$ cat config.mk
export PLATFORM = sky130hd
export DESIGN_NAME = fsk_symbol_framer
export DESIGN_NICKNAME = d
export VERILOG_FILES = /design/src/rtl/fsk_symbol_framer.sv
export SDC_FILE = /design/constraint.sdc
export NUM_CORES = 1
export LEC_CHECK = 0
export ABC_CLOCK_PERIOD_IN_PS = 5400
export CAP_MARGIN = 40
export CORE_UTILIZATION = 65
export DETAILED_ROUTE_END_ITERATION = 8
export GPL_TIMING_DRIVEN = 0
export PLACE_DENSITY = 0.95
export SYNTH_ARGS = -nofsm -noshare
export SYNTH_HDL_FRONTEND = slang
export SYNTH_SLANG_ARGS = --single-unit
$ cat constraint.sdc
create_clock -name clk -period 5.4 [get_ports clk]
set_input_delay 0.54 -clock clk [delete_from_list [all_inputs] [get_ports clk]]
set_output_delay 0.54 -clock clk [all_outputs]
set_load 0.05 [all_outputs]
$ cat src/rtl/fsk_symbol_framer.sv
// -----------------------------------------------------------------------------
// fsk_symbol_framer
//
// Feeds an 8-FSK modulator. Bytes are buffered in a small FIFO, split MSB-first
// into 3-bit symbols and presented on sym_out. Each frame produces one start
// pulse, a SYNC_CYCLES gap that lines up with the modulator's sync burst, and
// then one symbol every SYMBOL_CYCLES clocks until the frame's last byte is used
// up. A short tail (1 or 2 bits) is zero-padded on the LSB side.
//
// Optional build macro:
//   FSK_GRAY_MAP_EN  when defined, sym_out carries the Gray code of the symbol
//                    (b ^ (b >> 1)); otherwise natural binary. Timing is
//                    identical in both builds.
//
// Parameters:
//   SYMBOL_CYCLES  clocks each symbol is held on sym_out (>= 2)
//   SYNC_CYCLES    clocks from the start pulse to the first symbol
//   FIFO_AW        FIFO address width, depth = 2**FIFO_AW entries
//
// Ports:
//   clk         system clock, rising edge
//   reset       synchronous, active-high reset
//   s_data      input byte
//   s_valid     s_data / s_last valid
//   s_last      byte is the last of its frame
//   s_ready     FIFO can accept a byte this cycle
//   sym_out     symbol to the modulator data_in
//   start       one-cycle pulse at frame begin
//   busy        high while a frame is in SYNC or DATA
//   frame_done  one-cycle pulse after the final symbol period of a frame
//   underrun    one-cycle pulse when a pad symbol is inserted mid-frame
// -----------------------------------------------------------------------------
module fsk_symbol_framer #(
   parameter int SYMBOL_CYCLES = 64,
   parameter int SYNC_CYCLES   = 11,
   parameter int FIFO_AW       = 3
) (
   input  logic       clk,
   input  logic       reset,
   input  logic [7:0] s_data,
   input  logic       s_valid,
   input  logic       s_last,
   output logic       s_ready,
   output logic [2:0] sym_out,
   output logic       start,
   output logic       busy,
   output logic       frame_done,
   output logic       underrun
);

   localparam int DEPTH = 1 << FIFO_AW;
   localparam int TMAX  = (SYMBOL_CYCLES > SYNC_CYCLES) ? SYMBOL_CYCLES : SYNC_CYCLES;
   localparam int TW    = $clog2(TMAX);

   localparam logic [1:0] ST_IDLE = 2'd0;
   localparam logic [1:0] ST_SYNC = 2'd1;
   localparam logic [1:0] ST_DATA = 2'd2;

   localparam logic [FIFO_AW:0]   FULL_COUNT  = {1'b1, {FIFO_AW{1'b0}}};
   localparam logic [FIFO_AW:0]   COUNT_ONE   = 1;
   localparam logic [FIFO_AW-1:0] PTR_ONE     = 1;
   localparam logic [TW-1:0]      TIMER_ONE   = 1;
   localparam logic [TW-1:0]      SYNC_LAST   = TW'(SYNC_CYCLES - 1);
   localparam logic [TW-1:0]      SYMBOL_LAST = TW'(SYMBOL_CYCLES - 1);

   // ---------------------------------------------------------------- FIFO
   logic [8:0]         mem [DEPTH];
   logic [FIFO_AW-1:0] wr_ptr;
   logic [FIFO_AW-1:0] rd_ptr;
   logic [FIFO_AW:0]   count;
   logic [8:0]         rd_entry;
   logic               fifo_empty;
   logic               push;
   logic               do_pop;

   assign s_ready    = (count != FULL_COUNT);
   assign fifo_empty = (count == '0);
   assign push       = s_valid && s_ready;
   assign rd_entry   = mem[rd_ptr];

   always_ff @(posedge clk) begin
      if (reset) begin
         wr_ptr <= '0;
         rd_ptr <= '0;
         count  <= '0;
      end else begin
         if (push)   wr_ptr <= wr_ptr + PTR_ONE;
         if (do_pop) rd_ptr <= rd_ptr + PTR_ONE;
         case ({push, do_pop})
            2'b10:   count <= count + COUNT_ONE;
            2'b01:   count <= count - COUNT_ONE;
            default: ;
         endcase
      end
   end

   // NOTE: storage has no reset; emptiness is tracked by count, so stale
   // contents are never observed and the array can map onto plain RAM.
   always_ff @(posedge clk) begin
      if (push) mem[wr_ptr] <= {s_last, s_data};
   end

   // ---------------------------------------------------- framing state
   logic [1:0]    state;
   logic [TW-1:0] timer;
   logic [9:0]    bit_buf;    // valid bits left-aligned, unused bits kept zero
   logic [3:0]    cnt;        // number of valid bits in bit_buf, 0..10
   logic          last_seen;  // this frame's last byte has been popped
   logic          boundary;
   logic [9:0]    merged;

   function automatic logic [2:0] map_symbol(input logic [2:0] b);
`ifdef FSK_GRAY_MAP_EN
      return b ^ (b >> 1);
`else
      return b;
`endif
   endfunction

   assign busy = (state != ST_IDLE);

   // NOTE: every signal gets a value before any condition so this block
   // stays purely combinational and no latch is inferred.
   always_comb begin
      boundary = 1'b0;
      if (state == ST_SYNC)      boundary = (timer == SYNC_LAST);
      else if (state == ST_DATA) boundary = (timer == SYMBOL_LAST);
      // A byte is only fetched when fewer than 3 bits remain and the frame
      // has not yet consumed its last byte; bytes beyond it wait for the
      // next frame.
      do_pop = boundary && (cnt < 4'd3) && !last_seen && !fifo_empty;
      // With cnt <= 2 the new byte lands directly below the remaining bits.
      merged = bit_buf | ({rd_entry[7:0], 2'b00} >> cnt);
   end

   // NOTE: registered state uses non-blocking assignments so every update in
   // this block sees the values from before the clock edge.
   always_ff @(posedge clk) begin
      if (reset) begin
         state      <= ST_IDLE;
         timer      <= '0;
         bit_buf    <= '0;
         cnt        <= '0;
         last_seen  <= 1'b0;
         sym_out    <= 3'd0;
         start      <= 1'b0;
         frame_done <= 1'b0;
         underrun   <= 1'b0;
      end else begin
         start      <= 1'b0;
         frame_done <= 1'b0;
         underrun   <= 1'b0;
         case (state)
            ST_IDLE: begin
               sym_out <= 3'd0;
               if (!fifo_empty) begin
                  state <= ST_SYNC;
                  start <= 1'b1;
                  timer <= '0;
               end
            end
            ST_SYNC, ST_DATA: begin
               if (!boundary) begin
                  timer <= timer + TIMER_ONE;
               end else begin
                  timer <= '0;
                  state <= ST_DATA;
                  if (cnt >= 4'd3) begin
                     sym_out <= map_symbol(bit_buf[9:7]);
                     bit_buf <= bit_buf << 3;
                     cnt     <= cnt - 4'd3;
                  end else if (do_pop) begin
                     sym_out   <= map_symbol(merged[9:7]);
                     bit_buf   <= merged << 3;
                     cnt       <= cnt + 4'd5;
                     last_seen <= rd_entry[8];
                  end else if (!last_seen) begin
                     // Source fell behind: hold the buffered bits, send a pad.
                     sym_out  <= 3'd0;
                     underrun <= 1'b1;
                  end else if (cnt != 4'd0) begin
                     // Tail of the frame: remaining bits, zero-filled below.
                     sym_out <= map_symbol(bit_buf[9:7]);
                     bit_buf <= '0;
                     cnt     <= '0;
                  end else begin
                     sym_out    <= 3'd0;
                     frame_done <= 1'b1;
                     last_seen  <= 1'b0;
                     state      <= ST_IDLE;
                  end
               end
            end
            default: state <= ST_IDLE;
         endcase
      end
   end

endmodule
==> out/results.txt, run 1 <==
Detail Route Antenna Nets -> 0
Floorplan die height -> 88.47 um
Sequential group share of total power -> 59.0%
Number of maximum-capacitance constraint violations -> 0
Dominant combinational cell family by area after synthesis -> multiplexers
Skew-Pair Late Insertion Delay -> 370 ps
Endpoint kind of the worst setup timing path -> register
Fraction of the mapped netlist area in simple logic gates -> 9.835%
Hold buffer count at cts -> 0
Ratio of final minimum period to clock period -> 57.30%
Residual DRC -> 0
Nets -> 402
Total chip power -> 1.576 mW
Largest net degree at the start of global routing -> 22
Portion of the post-synthesis area used by sequential elements -> 60.56%
Avg Vias per Cell -> 6.237
Maximum achievable frequency -> 323.2 MHz
Clock Tree Root -> clkbuf_8
Cell chain of the critical path -> buf_2 -> nor4_2 -> nor3_4 -> o21ai_2 -> inv_1 -> ha_1 -> xor2_1 -> ha_1 -> a21oi_1 -> xor2_1 -> or3_1 -> a21oi_1
Worst-case clock buffer depth -> 2
Max Slew Vio Count -> 0
Count of TritonRoute iterations in the first routing pass -> 4
Number of cells on the worst reg-to-reg path -> 12
Post-Synthesis Net Count -> 366
HPWL after detailed placement -> 6520 um
Number of enable-type register cells in the synthesized netlist -> 72
Total instance count after detailed placement -> 465
RR Endpoint -> count[2]
Worst Hold Class -> register to register
Buffers inserted by post-CTS timing repair -> 0
Number of rows created at floorplan -> 31
End point of the critical path -> count[2]
Post-route minimum period -> 3094 ps
Unique cell type count in the Yosys netlist -> 56
Compound-gate portion of the synthesized area -> 6.874%
Antenna cell count -> 0
Largest cells by area after synthesis -> edfxtp_1, dfxtp_1, mux4_1
Fraction of layout cells with a size suffix above 1 -> 16.23%
Detailed-route wire length per cell -> 19.09 um
Relative max-transition margin -> 37.98%
Most common cell in the synthesized netlist -> edfxtp_1
Combinational share of power -> 7.8%
Count of placed standard cells in the final layout, fillers left out -> 481
I/O pin count -> 20
Cell area power density -> 289.3 mW/mm^2
Most frequently used flop master after synthesis -> edfxtp_1
Initial antenna violation count -> 0
Element type at the critical path start -> register
Arithmetic-cell share of the synthesized area counting full adders, half adders and majority gates -> 3.347%
Post-route design area -> 0.005448 mm^2
Timing startpoint of the critical path -> count[1]
Number of CTS-inserted buffers -> 9
Global-route usage over all layers -> 25.69%
Starting density of the core -> 67.00%
Crit Reg-Reg Startpoint -> count[1]
Post-synth design cell area -> 0.004860 mm^2
Synthesis-to-layout area growth -> 12.10%
Setup slack after layout -> 2306 ps
CP max stage cell -> nor4_2
Setup total negative slack -> 0 ps
CTS clk-pin slew, worst paths -> 110 ps
Switching share of total power -> 24.04%
Count of mapped cells out of synthesis -> 341
IR drop worst, VDD -> 0.2963 mV
Commonest cells in the synthesized netlist -> edfxtp_1, dfxtp_1, nor2_1
Required time of the critical path -> 5700 ps
Leakage power -> 1.908 nW
Final wirelength -> 9183 um
Largest delay contributor family on the critical path -> simple AND/OR/NAND/NOR gates
Proportion of netlist area held by the largest area contributor -> 44.49%
Unrepaired setup endpoints after global routing -> no
CTS tree -> yes
Start-to-end type of the worst setup path -> register to register
Peak fanout along the critical path -> 9
Number of global-route vias before repair -> 2917
Crit. path cell count -> 12
Critical path buffers and inverters -> 2
Final hold violation count -> 0
Iteration-0 DRC count of the detailed router -> 184
Cell Int Power -> 1.197 mW
Overall die area -> 0.007826 mm^2
Largest area contributor in the netlist -> edfxtp_1
Warning count from the yosys run -> 0
Avg Synthesized Cell Area -> 14.25 um^2
Relative contribution of the clock network to total power -> 33.2%
Number of I/O port buffers -> 18
Slowest Stage Delay on Critical Path -> 710 ps
Wire length of the first global-routing pass -> 14260 um
Status -> completed
Total of endpoints with negative setup slack in the final report -> 0
Std-Cell Core Area -> 0.007253 mm^2
GRT overflow -> 0
Post-Place Cell Area -> 0.005226 mm^2
Placer congestion estimate -> 0.8429
Number of gates resized after CTS -> 0
Register bit count reported by yosys -> 111
Worst Skew -> 13.58 ps
CP Data Arrival Time -> 3400 ps
H-tree lvl count -> 3
Async S/R FF share, synth -> 0%
Horizontal extent of the die -> 88.47 um
CTS sink count -> 111
Worst slack at placement -> 2388 ps
Pin slew with the least headroom to its limit -> 926.8 ps
Hold Path Origin -> bit_buf[3]
Vias -> 3000
Switching power -> 378.9 uW
Fraction of synthesized area in multiplexers -> 14.88%
Xor/xnor cell area share of the yosys netlist -> 2.163%
Register-to-register setup slack -> 2310 ps
==> kinds of logic after synthesis <==
logic type	after synthesis
compound gates	50
fa+ha+maj	13
xor+xnor	12
buf+inv	22
flops	111
mux	43
simple gates	90
==> how the worst min path moves through the flow <==
stage / endpoint / slack, ps / cells after the start
2_1_floorplan: bit_buf[3] / 430 / 1
3_3_place_gp: bit_buf[3] / 440 / 1
3_5_place_dp: bit_buf[3] / 440 / 1
4_1_cts: bit_buf[3] / 470 / 1
5_1_grt: bit_buf[5] / 500 / 1
6_report: bit_buf[3] / 470 / 1
==> power groups by stage <==
stage	registers, mW	clock network, mW	logic (mW)
floorplan	0.950	0	0.0762
detailed placement	0.949	0	0.121
global route	0.932	0.560	0.132
CTS	0.930	0.531	0.122
finish	0.930	0.523	0.123
global placement	0.948	0	0.112
==> flip-flops by register name, summed over array words and instances, names as in the netlist, named ones only <==
signal and flops:
mem 72, count 4, wr_ptr 3, timer 6
last_seen 1, underrun 1, start 1, state 2
bit_buf 7, frame_done 1, sym_out 3, rd_ptr 3
cnt 4
==> cell type report <==
class	instances	area (um^2)
Sequential cell	111	2943
Inverter	10	37.54
Buffer	12	76.32
Multi-Input combinational cell	208	1813
Fill cell	430	1805
Clock inverter	7	97.59
Timing Repair Buffer	25	232.7
Clock buffer	9	123.9
Tap cell	99	123.9
==> metal layers <==
metal	vias to the layer above	track usage (%)	share of wire, %
li1	1394	-	-
met1	1499	30.19	40
met2	96	45.24	54
met3	11	6.437	4.5
met4	0	10.56	1.4
met5	-	0	0
==> per-stage QoR <==
| step | util, % | hold WS (ps) |
|---|---|---|
| 3_3_place_gp | 71.19 | 441.4 |
| 3_5_place_dp | 72.05 | 443.5 |
| 4_1_cts | 75.11 | 466.9 |
| 5_1_grt | 75.11 | 504.4 |
| 2_1_floorplan | - | 427.3 |
| 6_report | 75.11 | 465.5 |
==> placed cells by master, fill, tap and decap left out, drive strengths merged, types with 2 or more instances in the layout <==
cell / n
a211oi: 3
a21oi: 13
a22o: 2
a22oi: 7
and2: 2
and4b: 3
buf: 13
clkbuf: 15
clkdlybuf4s50: 18
clkinv: 6
dfxtp: 39
edfxtp: 72
ha: 13
inv: 10
mux2: 14
mux2i: 10
mux4: 19
nand2: 10
nand2b: 2
nand3: 8
nand3b: 2
nand4: 3
nor2: 34
nor3: 10
nor3b: 2
o211ai: 3
o21ai: 8
o22ai: 5
or2: 3
or3: 3
or4: 2
xnor2: 3
xor2: 9
Note: power is estimated with default switching activity, not from simulation.
==> run 2: changes to the inputs <==
==> config.mk (replaced) <==
export PLATFORM = sky130hd
export DESIGN_NAME = fsk_symbol_framer
export DESIGN_NICKNAME = d
export VERILOG_FILES = /design/src/rtl/fsk_symbol_framer.sv
export SDC_FILE = /design/constraint.sdc
export NUM_CORES = 1
export LEC_CHECK = 0
export ABC_CLOCK_PERIOD_IN_PS = 2500
export CAP_MARGIN = 40
export CORE_UTILIZATION = 54
export DETAILED_ROUTE_END_ITERATION = 8
export GPL_TIMING_DRIVEN = 0
export PLACE_DENSITY = 0.86
export SYNTH_ARGS = -nofsm -noshare
export SYNTH_HDL_FRONTEND = slang
export SYNTH_SLANG_ARGS = --single-unit
==> constraint.sdc (replaced) <==
create_clock -name clk -period 2.5 [get_ports clk]
set_input_delay 0.25 -clock clk [delete_from_list [all_inputs] [get_ports clk]]
set_output_delay 0.25 -clock clk [all_outputs]
set_load 0.05 [all_outputs]
==> out/results.txt, run 2 (synthesis results as in run 1) <==
Final hold violation count -> 0 (unchanged)
Global-route usage over all layers -> 20.80% (was 25.69%)
Post-route design area -> 0.005592 mm^2 (was 0.005448 mm^2)
CTS tree -> yes (unchanged)
CP Data Arrival Time -> 2740 ps (was 3400 ps)
Wire length of the first global-routing pass -> 15010 um (was 14260 um)
Initial antenna violation count -> 0 (unchanged)
CTS sink count -> 111 (unchanged)
Detail Route Antenna Nets -> 0 (unchanged)
Hold-critical path endpoint -> sym_out[0] (was bit_buf[3])
CP max stage cell -> nor4_4 (was nor4_2)
Post-route minimum period -> 2417 ps (was 3094 ps)
HPWL after detailed placement -> 6446 um (was 6520 um)
Worst-case clock buffer depth -> 2 (unchanged)
Endpoint kind of the worst setup timing path -> register (unchanged)
Number of global-route vias before repair -> 3013 (was 2917)
Status -> completed (unchanged)
GRT overflow -> 0 (unchanged)
I/O pin count -> 20 (unchanged)
Register-to-register setup slack -> 80 ps (was 2310 ps)
Number of maximum-capacitance constraint violations -> 0 (unchanged)
Post-Place Cell Area -> 0.005254 mm^2 (was 0.005226 mm^2)
Detailed-route wire length per cell -> 18.92 um (was 19.09 um)
Fraction of layout cells with a size suffix above 1 -> 22.37% (was 16.23%)
Number of cells on the worst reg-to-reg path -> 12 (unchanged)
RR Endpoint -> count[2] (unchanged)
CTS clk-pin slew, worst paths -> 130 ps (was 110 ps)
Commonest cells after routing, fill and taps aside -> edfxtp_1, dfxtp_1, nor2_1 (unchanged)
Placer congestion estimate -> 0.8406 (was 0.8429)
Peak fanout along the critical path -> 9 (unchanged)
Setup total negative slack -> 0 ps (unchanged)
H-tree lvl count -> 3 (unchanged)
Floorplan die height -> 96.87 um (was 88.47 um)
Antenna cell count -> 0 (unchanged)
Worst Hold Class -> input port to register (was register to register)
Skew-Pair Late Insertion Delay -> 390 ps (was 370 ps)
Std-Cell Core Area -> 0.008721 mm^2 (was 0.007253 mm^2)
Setup slack after layout -> 83.05 ps (was 2306 ps)
Final wirelength -> 9402 um (was 9183 um)
Number of CTS-inserted buffers -> 9 (unchanged)
Total chip power -> 3.419 mW (was 1.576 mW)
Flip-flop count of the largest register after layout -> 72 (unchanged)
Worst hold margin -> 265.9 ps (was 465.5 ps)
Relative max-transition margin -> 57.06% (was 37.98%)
Start-to-end type of the worst setup path -> register to register (unchanged)
Worst slack at placement -> -292.5 ps (was 2388 ps)
Nets -> 409 (was 402)
Maximum achievable frequency -> 413.7 MHz (was 323.2 MHz)
Largest regs -> mem (72), bit_buf (7), timer (6) (unchanged)
Overall die area -> 0.009383 mm^2 (was 0.007826 mm^2)
Leakage power -> 1.943 nW (was 1.908 nW)
Count of TritonRoute iterations in the first routing pass -> 4 (unchanged)
Unrepaired setup endpoints after global routing -> yes (was no)
Cell area power density -> 611.4 mW/mm^2 (was 289.3 mW/mm^2)
Depth of the worst hold-timing path -> 2 (was 1)
Total of endpoints with negative setup slack in the final report -> 0 (unchanged)
Avg Vias per Cell -> 6.074 (was 6.237)
Number of I/O port buffers -> 18 (unchanged)
Most flops, register -> mem (unchanged)
Most common library cell in the layout ignoring fill and taps -> edfxtp_1 (unchanged)
Pin slew with the least headroom to its limit -> 637.3 ps (was 926.8 ps)
Crit Reg-Reg Startpoint -> count[1] (unchanged)
Hold buffer count at cts -> 0 (unchanged)
Ratio of final minimum period to clock period -> 96.68% (was 57.30%)
Vias -> 3019 (was 3000)
Number of rows created at floorplan -> 34 (was 31)
Max Slew Vio Count -> 0 (unchanged)
Starting density of the core -> 55.72% (was 67.00%)
Element type at the critical path start -> register (unchanged)
Worst Skew -> 20.81 ps (was 13.58 ps)
Cell chain of the critical path -> buf_2 -> nor4_4 -> nor3_4 -> o21ai_4 -> inv_2 -> ha_4 -> xor2_2 -> ha_1 -> a21oi_2 -> xor2_1 -> or3_1 -> a21oi_1 (was buf_2 -> nor4_2 -> nor3_4 -> o21ai_2 -> inv_1 -> ha_1 -> xor2_1 -> ha_1 -> a21oi_1 -> xor2_1 -> or3_1 -> a21oi_1)
Iteration-0 DRC count of the detailed router -> 152 (was 184)
Required time of the critical path -> 2820 ps (was 5700 ps)
Residual DRC -> 0 (unchanged)
Synthesis-to-layout area growth -> 15.06% (was 12.10%)
Horizontal extent of the die -> 96.87 um (was 88.47 um)
Clock Tree Root -> clkbuf_8 (unchanged)
Largest net degree at the start of global routing -> 24 (was 22)
Slowest Stage Delay on Critical Path -> 440 ps (was 710 ps)
IR drop worst, VDD -> 0.5250 mV (was 0.2963 mV)
Hold Path Origin -> reset (was bit_buf[3])
run 2: changes by cell type in the layout (fill, tap and decap cells not counted), moves of 2 or more:
| cell | delta |
|---|---|
| buf_4 | +8 |
| dfxtp_1 | -4 |
| inv_6 | +2 |
| ha_1 | -4 |
| ha_2 | +3 |
| dfxtp_2 | +4 |
| nor3_4 | +2 |
| clkinv_1 | -2 |
run 2: how the worst max path moves through the flow:
stage	from	slack (ps)	depth (start not counted)	end
6_report	count[1]	80	12	count[2]
5_1_grt	state[0]	-90	13	count[2]
4_1_cts	cnt[0]	10	12	count[2]
3_5_place_dp	cnt[0]	-290	12	count[2]
3_3_place_gp	cnt[0]	-180	12	count[2]
2_1_floorplan	cnt[0]	20	12	count[2]
run 2: worst max-delay path: cells and delay by family (launching register included):
family | cells | cell delay (ps)
AND/OR/NAND/NOR | 3 | 840
flip-flops | 1 | 320
XOR/XNOR | 2 | 220
AO/OA/AOI/OAI | 3 | 330
buffers and inverters | 2 | 250
adder cells (fa/ha/maj) | 2 | 370
run 2: repair_timing:
action | CTS | global route
resized for setup | 8 | 13
pin swaps | 2 | 5
buffers inserted | 3 | 4
setup endpoints to repair | 2 | 22
run 2: cell type report:
class,count,area [um^2]
Inverter,10,40.04
Clock inverter,7,88.84
Timing Repair Buffer,33,292.8
Clock buffer,9,123.9
Fill cell,584,3129
Multi-Input combinational cell,208,1891
Tap cell,108,135.1
Buffer,11,72.57
Sequential cell,111,2948
run 2: layer usage:
| metal | track usage, % | vias to the layer above | share of wire (%) |
|---|---|---|---|
| met4 | 8.381 | 0 | 1.8 |
| met1 | 25.91 | 1518 | 42 |
| met5 | 0 | - | 0 |
| li1 | - | 1415 | - |
| met3 | 4.480 | 15 | 3.5 |
| met2 | 35.37 | 71 | 53 |
run 2: metrics by stage:
step / cells / util, %
3_5_place_dp: 475 / 60.24
6_report: 497 / 64.12
4_1_cts: 494 / 63.40
2_1_floorplan: 341 / -
3_3_place_gp: 467 / 59.50
5_1_grt: 497 / 64.12
run 2: where the power goes:
part	switching, mW	internal (mW)
combinational	0.166	0.116
sequential	0.0229	1.99
clock	0.710	0.415
total	0.899	2.52
==> run 3: changes to the inputs <==
--- a/config.mk
+++ b/config.mk
@@ -7,10 +7,12 @@
 export LEC_CHECK = 0
 export ABC_CLOCK_PERIOD_IN_PS = 2500
 export CAP_MARGIN = 40
-export CORE_UTILIZATION = 54
+export CELL_PAD_IN_SITES_DETAIL_PLACEMENT = 0
+export CELL_PAD_IN_SITES_GLOBAL_PLACEMENT = 2
+export CORE_UTILIZATION = 39
 export DETAILED_ROUTE_END_ITERATION = 8
 export GPL_TIMING_DRIVEN = 0
-export PLACE_DENSITY = 0.86
+export PLACE_DENSITY = 0.85
 export SYNTH_ARGS = -nofsm -noshare
 export SYNTH_HDL_FRONTEND = slang
 export SYNTH_SLANG_ARGS = --single-unit
==> out/results.txt, run 3 (synthesis results as in run 1) <==
Status -> completed (unchanged)
Synthesis-to-layout area growth -> 18.07% (was 15.06%)
Number of CTS-inserted buffers -> 9 (unchanged)
Floorplan die height -> 113.6 um (was 96.87 um)
IR drop worst, VDD -> 0.5872 mV (was 0.5250 mV)
Largest regs -> mem (72), bit_buf (7), timer (6) (unchanged)
Final hold violation count -> 0 (unchanged)
Fill cells -> 1060 (was 584)
Unrepaired setup endpoints after global routing -> yes (unchanged)
Hold Path Origin -> reset (unchanged)
CP Data Arrival Time -> 2710 ps (was 2740 ps)
Most common library cell in the layout ignoring fill and taps -> edfxtp_1 (unchanged)
Antenna cell count -> 0 (unchanged)
Sequential group share of total power -> 55.1% (was 58.8%)
Post-route design area -> 0.005738 mm^2 (was 0.005592 mm^2)
Detail Route Antenna Nets -> 0 (unchanged)
Number of global-route vias before repair -> 2980 (was 3013)
End point of the critical path -> count[2] (unchanged)
Crit Reg-Reg Startpoint -> cnt[0] (was count[1])
Fraction of layout cells with a size suffix above 1 -> 21.71% (was 22.37%)
Post-Place Cell Area -> 0.005333 mm^2 (was 0.005254 mm^2)
Relative max-transition margin -> 56.14% (was 57.06%)
Initial antenna violation count -> 0 (unchanged)
CTS clk-pin slew, worst paths -> 70 ps (was 130 ps)
Switching power -> 852.9 uW (was 899.5 uW)
Iteration-0 DRC count of the detailed router -> 115 (was 152)
Worst hold margin -> 302.1 ps (was 265.9 ps)
Number of cells on the worst reg-to-reg path -> 12 (unchanged)
Starting density of the core -> 40.29% (was 55.72%)
CTS tree -> yes (unchanged)
Flip-flop count of the largest register after layout -> 72 (unchanged)
Detailed-route wire length per cell -> 17.49 um (was 18.92 um)
Setup total negative slack -> 0 ps (unchanged)
Utilization of the core after routing -> 47.57% (was 64.12%)
Post-route minimum period -> 2437 ps (was 2417 ps)
Clock Tree Root -> clkbuf_16 (was clkbuf_8)
Final wirelength -> 9707 um (was 9402 um)
Max Slew Vio Count -> 0 (unchanged)
CP max stage cell -> or3_4 (was nor4_4)
Skew-Pair Late Insertion Delay -> 350 ps (was 390 ps)
Vias -> 2923 (was 3019)
Total chip power -> 3.659 mW (was 3.419 mW)
Most flops, register -> mem (unchanged)
Pin slew with the least headroom to its limit -> 655.5 ps (was 637.3 ps)
Switching share of total power -> 23.31% (was 26.31%)
Number of maximum-capacitance constraint violations -> 0 (unchanged)
Leakage power -> 1.966 nW (was 1.943 nW)
Cell Int Power -> 2.806 mW (was 2.519 mW)
Slowest Stage Delay on Critical Path -> 350 ps (was 440 ps)
Largest net degree at the start of global routing -> 20 (was 24)
Relative contribution of the clock network to total power -> 37.2% (was 32.9%)
Avg Vias per Cell -> 5.267 (was 6.074)
Worst-case clock buffer depth -> 2 (unchanged)
Element type at the critical path start -> register (unchanged)
Hold buffer count at cts -> 0 (unchanged)
Horizontal extent of the die -> 113.6 um (was 96.87 um)
Placer congestion estimate -> 0.7842 (was 0.8406)
Nets -> 407 (was 409)
GRT overflow -> 0 (unchanged)
Cell area power density -> 637.7 mW/mm^2 (was 611.4 mW/mm^2)
Std-Cell Core Area -> 0.01206 mm^2 (was 0.008721 mm^2)
Combinational share of power -> 7.8% (was 8.2%)
RR Endpoint -> count[2] (unchanged)
Number of I/O port buffers -> 18 (unchanged)
CTS sink count -> 111 (unchanged)
Start-to-end type of the worst setup path -> register to register (unchanged)
Endpoint kind of the worst setup timing path -> register (unchanged)
Count of TritonRoute iterations in the first routing pass -> 4 (unchanged)
Residual DRC -> 0 (unchanged)
I/O pin count -> 20 (unchanged)
Peak fanout along the critical path -> 5 (was 9)
H-tree lvl count -> 3 (unchanged)
Timing startpoint of the critical path -> cnt[0] (was count[1])
Register-to-register setup slack -> 60 ps (was 80 ps)
Wire length of the first global-routing pass -> 15700 um (was 15010 um)
Commonest cells after routing, fill and taps aside -> edfxtp_1, dfxtp_1, nor2_1 (unchanged)
Total of endpoints with negative setup slack in the final report -> 0 (unchanged)
Worst Hold Class -> input port to register (unchanged)
HPWL after detailed placement -> 6953 um (was 6446 um)
Required time of the critical path -> 2780 ps (was 2820 ps)
Global-route usage over all layers -> 16.30% (was 20.80%)
Worst Skew -> 5.742 ps (was 20.81 ps)
Number of rows created at floorplan -> 40 (was 34)
Overall die area -> 0.01291 mm^2 (was 0.009383 mm^2)
Maximum achievable frequency -> 410.4 MHz (was 413.7 MHz)
Ratio of final minimum period to clock period -> 97.47% (was 96.68%)
Cell chain of the critical path -> ha_2 -> or3_4 -> nor3_4 -> o21ai_4 -> inv_2 -> ha_4 -> xor2_1 -> ha_2 -> a21oi_1 -> xor2_1 -> or3_1 -> a21oi_1 (was buf_2 -> nor4_4 -> nor3_4 -> o21ai_4 -> inv_2 -> ha_4 -> xor2_2 -> ha_1 -> a21oi_2 -> xor2_1 -> or3_1 -> a21oi_1)
==> run 3: cell count changes in the layout (fill, tap and decap cells not counted), moves of 2 or more <==
cell | before | now
clkbuf_16 | 0 | 9
clkbuf_8 | 9 | 0
buf_4 | 16 | 13
clkbuf_1 | 5 | 7
clkinv_8 | 2 | 0
ha_1 | 9 | 7
ha_4 | 1 | 3
inv_6 | 2 | 4
==> run 3: worst min path at each step <==
stage	end	slack (ps)	depth (start not counted)
2_1_floorplan	mem[0][0]	350	0
3_3_place_gp	bit_buf[3]	450	1
3_5_place_dp	bit_buf[3]	450	1
4_1_cts	sym_out[0]	280	2
5_1_grt	sym_out[0]	350	2
6_report	sym_out[0]	300	2
==> run 3: area by class of cell <==
class	count	area, um^2	share of cell area [%]
Timing Repair Buffer	31	281.5	4.906
Clock buffer	11	232.7	4.056
Clock inverter	5	46.29	0.8068
Inverter	10	40.04	0.6978
Multi-Input combinational cell	208	1904	33.19
Tap cell	168	210.2	3.663
Buffer	11	72.57	1.265
Sequential cell	111	2950	51.42
==> run 3: power by group through the flow <==
| stage | Sequential [mW] | Clock (mW) | Combinational [mW] |
|---|---|---|---|
| after floorplan | 2.05 | 0 | 0.168 |
| after global placement | 2.05 | 0 | 0.256 |
| after detailed placement | 2.05 | 0 | 0.266 |
| after CTS | 2.01 | 1.40 | 0.275 |
| after global routing | 2.02 | 1.48 | 0.311 |
| final | 2.01 | 1.36 | 0.284 |
==> run 3: stage by stage <==
step | worst slack [ps] | std cells
finish | 63.35 | 555
global route | -61.24 | 555
CTS | 0.5265 | 553
detailed placement | -272.0 | 535
global placement | -219.1 | 527
floorplan | 18.07 | 341
==> run 3: routing by layer <==
metal,GRT usage [%],share of wire (%),vias up
li1,-,-,1405
met5,0,0,-
met4,5.526,1.1,0
met3,3.932,2.1,6
met2,27.85,51,28
met1,20.28,46,1484
==> run 3: worst max-delay path: cells and delay by family, from the launching register on <==
family                   cells  cell delay (ps)
AND/OR/NAND/NOR              3              830
adder cells (fa/ha/maj)      3              560
flip-flops                   1              320
XOR/XNOR                     2              310
AO/OA/AOI/OAI                3              260
buffers and inverters        1               90
==> run 3: repair_timing <==
item | in CTS | in global routing
pin swaps | 4 | 6
endpoints found under the setup margin | 2 | 14
setup buffers | 2 | 3
gates resized for setup | 8 | 17
